==> config.mk <==
export PLATFORM = sky130hd
export DESIGN_NAME = control_unit
export DESIGN_NICKNAME = d
export VERILOG_FILES = /design/src/rtl/cpu_ctrl_pkg.sv /design/src/rtl/control_decoder.sv /design/src/rtl/control_unit.sv
export SDC_FILE = /design/constraint.sdc
export NUM_CORES = 1
export LEC_CHECK = 0
export CAP_MARGIN = 20
export CORE_AREA = 10 10 47 49
export CTS_BUF_LIST = sky130_fd_sc_hd__clkbuf_8
export CTS_CLUSTER_DIAMETER = 40
export DETAILED_ROUTE_END_ITERATION = 12
export DIE_AREA = 0 0 57 59
export PLACE_DENSITY = 0.73
export SLEW_MARGIN = 20
export SYNTH_ARGS = -nofsm -noshare
export SYNTH_HDL_FRONTEND = slang
export SYNTH_HIERARCHICAL = 1
export SYNTH_SLANG_ARGS = --single-unit
export TNS_END_PERCENT = 20
==> constraint.sdc <==
create_clock -name CLK -period 1.24 [get_ports CLK]
set_input_delay 0.124 -clock CLK [delete_from_list [all_inputs] [get_ports CLK]]
set_output_delay 0.124 -clock CLK [all_outputs]
set_load 0.1 [all_outputs]
==> src/rtl/cpu_ctrl_pkg.sv <==
// Shared definitions for the 8-bit CPU control path: opcode and ALU select
// constants, instruction field positions and the raw control bundle type.
package cpu_ctrl_pkg;

  // Instruction word field positions
  localparam int OP_MSB   = 31;
  localparam int OP_LSB   = 24;
  localparam int DEST_MSB = 23;
  localparam int DEST_LSB = 16;
  localparam int SRC1_MSB = 15;
  localparam int SRC1_LSB = 8;
  localparam int SRC2_MSB = 7;
  localparam int SRC2_LSB = 0;

  // Opcodes
  localparam logic [7:0] OP_LOADI = 8'h00;
  localparam logic [7:0] OP_MOV   = 8'h01;
  localparam logic [7:0] OP_ADD   = 8'h02;
  localparam logic [7:0] OP_SUB   = 8'h03;
  localparam logic [7:0] OP_AND   = 8'h04;
  localparam logic [7:0] OP_OR    = 8'h05;
  localparam logic [7:0] OP_J     = 8'h06;
  localparam logic [7:0] OP_BEQ   = 8'h07;

  // ALU operation selects
  localparam logic [2:0] ALU_FWD = 3'b000;
  localparam logic [2:0] ALU_ADD = 3'b001;
  localparam logic [2:0] ALU_AND = 3'b010;
  localparam logic [2:0] ALU_OR  = 3'b011;

  // Raw decoded control bundle, before reset gating
  typedef struct packed {
    logic       we;
    logic [2:0] aluop;
    logic       comp;
    logic       imm;
    logic       jump;
    logic       branch;
  } ctrl_t;

  // All-inactive bundle used for undefined opcodes
  localparam ctrl_t CTRL_NONE = '{we: 1'b0, aluop: ALU_FWD, comp: 1'b0,
                                  imm: 1'b0, jump: 1'b0, branch: 1'b0};

endpackage

==> src/rtl/control_decoder.sv <==
// Purely combinational opcode decoder. Maps OP[7:0] to the raw control
// bundle and flags undefined opcodes.
// Optional feature: CONTROL_UNIT_BRANCH_EN enables j (0x06) and beq (0x07);
// without it those opcodes are treated as illegal.
module control_decoder
  import cpu_ctrl_pkg::*;
(
  input  logic [7:0] op,
  output ctrl_t      ctrl,
  output logic       illegal
);

  // Opcode map lookup; anything not listed is illegal with all controls off
  always_comb begin
    ctrl    = CTRL_NONE;
    illegal = 1'b0;
    case (op)
      OP_LOADI: begin
        ctrl.we    = 1'b1;
        ctrl.aluop = ALU_FWD;
        ctrl.imm   = 1'b1;
      end
      OP_MOV: begin
        ctrl.we    = 1'b1;
        ctrl.aluop = ALU_FWD;
      end
      OP_ADD: begin
        ctrl.we    = 1'b1;
        ctrl.aluop = ALU_ADD;
      end
      OP_SUB: begin
        ctrl.we    = 1'b1;
        ctrl.aluop = ALU_ADD;
        ctrl.comp  = 1'b1;
      end
      OP_AND: begin
        ctrl.we    = 1'b1;
        ctrl.aluop = ALU_AND;
      end
      OP_OR: begin
        ctrl.we    = 1'b1;
        ctrl.aluop = ALU_OR;
      end
`ifdef CONTROL_UNIT_BRANCH_EN
      OP_J: begin
        ctrl.jump  = 1'b1;
      end
      OP_BEQ: begin
        // ALU computes SRC1 - SRC2 so PC logic can test ZERO
        ctrl.aluop  = ALU_ADD;
        ctrl.comp   = 1'b1;
        ctrl.branch = 1'b1;
      end
`endif
      default: begin
        ctrl    = CTRL_NONE;
        illegal = 1'b1;
      end
    endcase
  end

endmodule

==> src/rtl/control_unit.sv <==
// Instruction decoder of the 8-bit single-cycle CPU. Wraps control_decoder,
// masks state-changing requests while RESET is high, and keeps a sticky
// record of any illegal opcode since reset.
// Optional feature: CONTROL_UNIT_BRANCH_EN enables j/beq decoding; when
// undefined, JUMP and BRANCH are constant 0.
module control_unit
  import cpu_ctrl_pkg::*;
(
  input  logic        CLK,
  input  logic        RESET,
  input  logic [31:0] INSTRUCTION,
  output logic        WRITEENABLE,
  output logic [2:0]  ALUOP,
  output logic        COMPLEMENT_FLAG,
  output logic        IMMEDIATE_FLAG,
  output logic        JUMP,
  output logic        BRANCH,
  output logic        ILLEGAL,
  output logic        ILLEGAL_SEEN
);

  ctrl_t      raw_ctrl;
  logic       raw_illegal;
  logic [7:0] op;
  logic       illegal_seen_q;

  // Operand fields are consumed by the datapath, not by this block
  logic unused_fields;
  assign unused_fields = ^INSTRUCTION[DEST_MSB:SRC2_LSB];

  assign op = INSTRUCTION[OP_MSB:OP_LSB];

  control_decoder u_decoder (
    .op      (op),
    .ctrl    (raw_ctrl),
    .illegal (raw_illegal)
  );

  // Reset gates only the requests that change architectural state;
  // operand-path selects keep following the decode
  always_comb begin
    WRITEENABLE     = raw_ctrl.we & ~RESET;
    ALUOP           = raw_ctrl.aluop;
    COMPLEMENT_FLAG = raw_ctrl.comp;
    IMMEDIATE_FLAG  = raw_ctrl.imm;
`ifdef CONTROL_UNIT_BRANCH_EN
    JUMP            = raw_ctrl.jump & ~RESET;
    BRANCH          = raw_ctrl.branch & ~RESET;
`else
    JUMP            = 1'b0;
    BRANCH          = 1'b0;
`endif
    ILLEGAL         = raw_illegal;
  end

  // Sticky illegal-opcode record; reset wins over a same-edge set
  always_ff @(posedge CLK) begin
    if (RESET) begin
      illegal_seen_q <= 1'b0;
    end else if (raw_illegal) begin
      illegal_seen_q <= 1'b1;
    end
  end

  assign ILLEGAL_SEEN = illegal_seen_q;

endmodule

==> flow_summary.ini, run 1 <==
[place]
portBuffers = 16
dpl.hpwl_um = 572
gp_congestion = 0.633

[clock_tree]
ctsHoldBuffers = 0
worstSkewPairLatency_ns = 0
path_clk_slew_ns = 0

[global_routing]
grt_pass1_vias = 238
grt_usage_pct = 3.89
grt_max_degree = 7
antenna_found_initial = 0
grt_overflow = 0
grt_pass1_wl_um = 1170

[power_and_ir_drop]
p_seq_share_pct = 20.2
p_sw_mw = 0.0974
comb_power_share_pct = 79.8
ir_worst_vdd_mv = 0.167
p_leak_nw = 0.183
p_per_area_nw_per_um2 = 383
swShare_pct = 53.6
total_power_mw = 0.182
clkPwrFrac_pct = 0
intPower_mw = 0.0842

[routing]
antenna_left = 0
firstDrtPassIters = 1
viasPerCell = 3.85
vias = 204
first_iter_violations = 0
remaining_drc_errors = 0
wire_per_inst_um = 11.5
wl_um = 610

[layout]
antenna_cells = 0
layout.nets = 73
post-route-util_pct = 33.8
seq_area_um2 = 20.0
largest_reg_flops = 1
multi_input_area_um2 = 178
syn2layout_area_growth_pct = 181
drive_gt1_share_pct = 59.5
fill_cells = 151

[critical_path]
crit_path_max_incr_delay_ns = 0.55
crit_path_max_fanout = 4
start_kind = input pin
path_depth = 5
endpoint_kind = output port
critical_path_class = in -> out
critical_path_buf_inv_count = 3
arrival_ns = 1.40
crit_chain = buf_6 -> or4_4 -> buf_8 -> nor4b_4 -> buf_12
critical-path-top-delay-family = simple AND/OR/NAND/NOR gates
cp.required_ns = 1.12
worst-r2r-cell-count = 1
crit_slowest_cell = or4_4

[yosys]
synth.avg_cell_area_um2 = 8.45
synth_area_um2 = 169
synth_cells = 20
ys_warn_count = 6

[sta]
fmax_mhz = 657
min_period_ns = 1.52
setup_viol = 7
slew_violations = 0
finalCritPeriodShare_pct = 123
finalHoldViolCount = 0
fin_skew_ns = 0
setup_slack_ns = -0.283
rsz0062_at_grt = yes

[floorplan]
die_y_um = 59
coreArea_um2 = 1400
start_util_pct = 12.1
ios = 44
die_w_um = 57
fp.dieArea_um2 = 3360
rows = 14

[status]
violations = negative setup slack
status = finished with violations

[run]
cap_viol_max_count = 0

[worst_hold_path]
hold_depth = 1
hold_path.class = reg -> reg
placed cells by master (no fill, tap or decap), types with 2 or more instances in the layout:
cell / instances
buf_12: 7
buf_2: 2
buf_4: 3
conb_1: 3
dlygate4sd2_1: 2
clkdlybuf4s50_1: 3
power groups by stage:
stage               clock, mW  combinational, mW  sequential (mW)
floorplan                   0             0.0760           0.0490
global placement            0              0.145           0.0366
detailed placement          0              0.147           0.0366
CTS                         0              0.144           0.0366
global route                0              0.152           0.0367
finish                      0              0.145           0.0366
worst paths after layout:
kind / start / end / slack [ns]
hold / removal: ILLEGAL_SEEN / ILLEGAL_SEEN / 0.53
setup / recovery: INSTRUCTION[27] / ALUOP[1] / -0.28
hold reg to reg: ILLEGAL_SEEN / ILLEGAL_SEEN / 0.53
setup reg to reg: ILLEGAL_SEEN / ILLEGAL_SEEN / 0.63
repair_timing:
action / in CTS / in global routing
endpoints found under the setup margin: 7 / 7
pin swaps: 3 / 1
gates resized for setup: 17 / 2
buffers inserted: 0 / 0
through the flow:
stage	setup WS (ns)	hold WS [ns]	area (um^2)	cells	TNS (ns)
3_3_place_gp	-0.632	0.523	463	53	-3.87
2_1_floorplan	-0.727	0.291	216	21	-4.03
3_5_place_dp	-0.631	0.533	463	53	-3.89
4_1_cts	-0.341	0.533	464	53	-1.57
5_1_grt	-0.315	0.540	474	53	-1.73
6_report	-0.283	0.526	474	53	-1.45
layer usage:
layer	wire [um]	up-vias	global-route usage [%]
li1	-	101	-
met3	136	0	3.00
met2	222	18	5.74
met4	0	0	0
met1	250	85	4.64
met5	0	-	0
final cells by class:
cell class              instances  area share (%)
repair buffers                 20            54.1
flip-flops and latches          1            4.22
well taps                      16            4.22
multi-input cells              16            37.5
Note: power is estimated with default switching activity, not from simulation.
==> inputs of run 2 (changes only) <==
--- a/config.mk
+++ b/config.mk
@@ -11,6 +11,7 @@
 export CTS_CLUSTER_DIAMETER = 40
 export DETAILED_ROUTE_END_ITERATION = 12
 export DIE_AREA = 0 0 57 59
+export GPL_ROUTABILITY_DRIVEN = 1
 export PLACE_DENSITY = 0.73
 export SLEW_MARGIN = 20
 export SYNTH_ARGS = -nofsm -noshare
==> constraint.sdc (replaced) <==
create_clock -name CLK -period 1.24 [get_ports CLK]
set_input_delay 0.248 -clock CLK [delete_from_list [all_inputs] [get_ports CLK]]
set_output_delay 0.248 -clock CLK [all_outputs]
set_load 0.1 [all_outputs]
==> flow_summary.ini, run 2 (synthesized netlist as in run 1, its figures left out) <==
[status]
status = finished with violations
violations = negative setup slack

[floorplan]
ios = 44
die_w_um = 57
rows = 14
fp.dieArea_um2 = 3360
die_y_um = 59
start_util_pct = 12.1
coreArea_um2 = 1400

[critical_path]
endpoint_kind = output port
crit_path_max_fanout = 4
arrival_ns = 1.52
start_kind = input pin
reg2reg_setup_slack_ns = 0.63
cp.required_ns = 0.99
critical_path_class = in -> out

[layout]
fill_cells = 156
fin_area_um2 = 464
largest_reg_flops = 1
syn2layout_area_growth_pct = 175
layout.nets = 73
seq_area_um2 = 20.0
final_common_cell = buf_12
drive_gt1_share_pct = 56.8
antenna_cells = 0
final_cell_mix = 7 x buf_12, 3 x conb_1, 3 x clkdlybuf4s50_1, 3 x buf_4
multi_input_area_um2 = 168

[routing]
wire_per_inst_um = 11.9
antenna_left = 0
remaining_drc_errors = 0
viasPerCell = 3.79
first_iter_violations = 1
firstDrtPassIters = 2
vias = 201
wl_um = 630

[worst_hold_path]
hold_path.class = reg -> reg

[place]
dp_slack_ns = -0.884
place_area_um2 = 463
portBuffers = 16
gp_congestion = 0.634

[global_routing]
antenna_found_initial = 0
grt_overflow = 0
grt_max_degree = 7
grt_usage_pct = 3.67
grt_pass1_vias = 224
grt_pass1_wl_um = 1110

[sta]
finalHoldViolCount = 0
finalCritPeriodShare_pct = 142
setup_viol = 7
setup_slack_ns = -0.526
tns_ns = -3.07
fmax_mhz = 566
slew_violations = 0
fin_skew_ns = 0
min_period_ns = 1.77
rsz0062_at_grt = yes

[clock_tree]
worstSkewPairLatency_ns = 0
ctsHoldBuffers = 0
path_clk_slew_ns = 0

[power_and_ir_drop]
ir_worst_vdd_mv = 0.170
total_power_mw = 0.179
p_per_area_nw_per_um2 = 387
p_leak_nw = 0.182

[run]
cap_viol_max_count = 0
## run 2: changes by cell type in the layout (fill, tap and decap cells not counted)
cell	before	now
a211oi_1	0	1
a211oi_2	1	0
nor2b_2	0	1
nor2b_4	1	0
## run 2: cell type report
class	count	area share, %
multi-input combinational	16	36.1
sequential	1	4.31
tap	16	4.31
timing repair buffer	20	55.3
## run 2: final timing paths
path | endpoint | depth (start not counted) | from
worst max-delay path | ALUOP[1] | 5 | INSTRUCTION[27]
worst min-delay path | ILLEGAL_SEEN | 1 | ILLEGAL_SEEN
worst max register to register | ILLEGAL_SEEN | 1 | ILLEGAL_SEEN
worst min register to register | ILLEGAL_SEEN | 1 | ILLEGAL_SEEN
## run 2: per-stage QoR
step | std cells | util [%] | hold slack (ns)
3_5_place_dp | 53 | 33.0 | 0.533
5_1_grt | 53 | 33.1 | 0.559
3_3_place_gp | 53 | 33.0 | 0.523
6_report | 53 | 33.1 | 0.525
2_1_floorplan | 21 | - | 0.415
4_1_cts | 53 | 33.1 | 0.533
## run 2: worst max-delay path: stages
cell and delay (ns):
buf_6 0.09, or4_4 0.55, buf_8 0.16, nor4b_4 0.26
buf_12 0.21
## run 2: what timing repair did
| item | 4_1_cts | 5_1_grt |
|---|---|---|
| cloned | 0 | 0 |
| pin swaps | 3 | 1 |
| endpoints found under the setup margin | 7 | 7 |
| gates resized for setup | 17 | 0 |
| setup buffers | 0 | 0 |
## run 2: per-layer routing
metal,wire length (um),vias up,GRT usage (%)
met2,231,16,4.81
met5,0,-,0
met4,0,0,0
met3,117,0,2.36
met1,281,84,5.10
li1,-,101,-
## run 2: power by group
part	internal (mW)	switching (mW)	total (mW)
logic	0.0490	0.0939	0.143
registers	0.0348	0.00183	0.0366
clock network	0	0	0
total	0.0837	0.0957	0.179
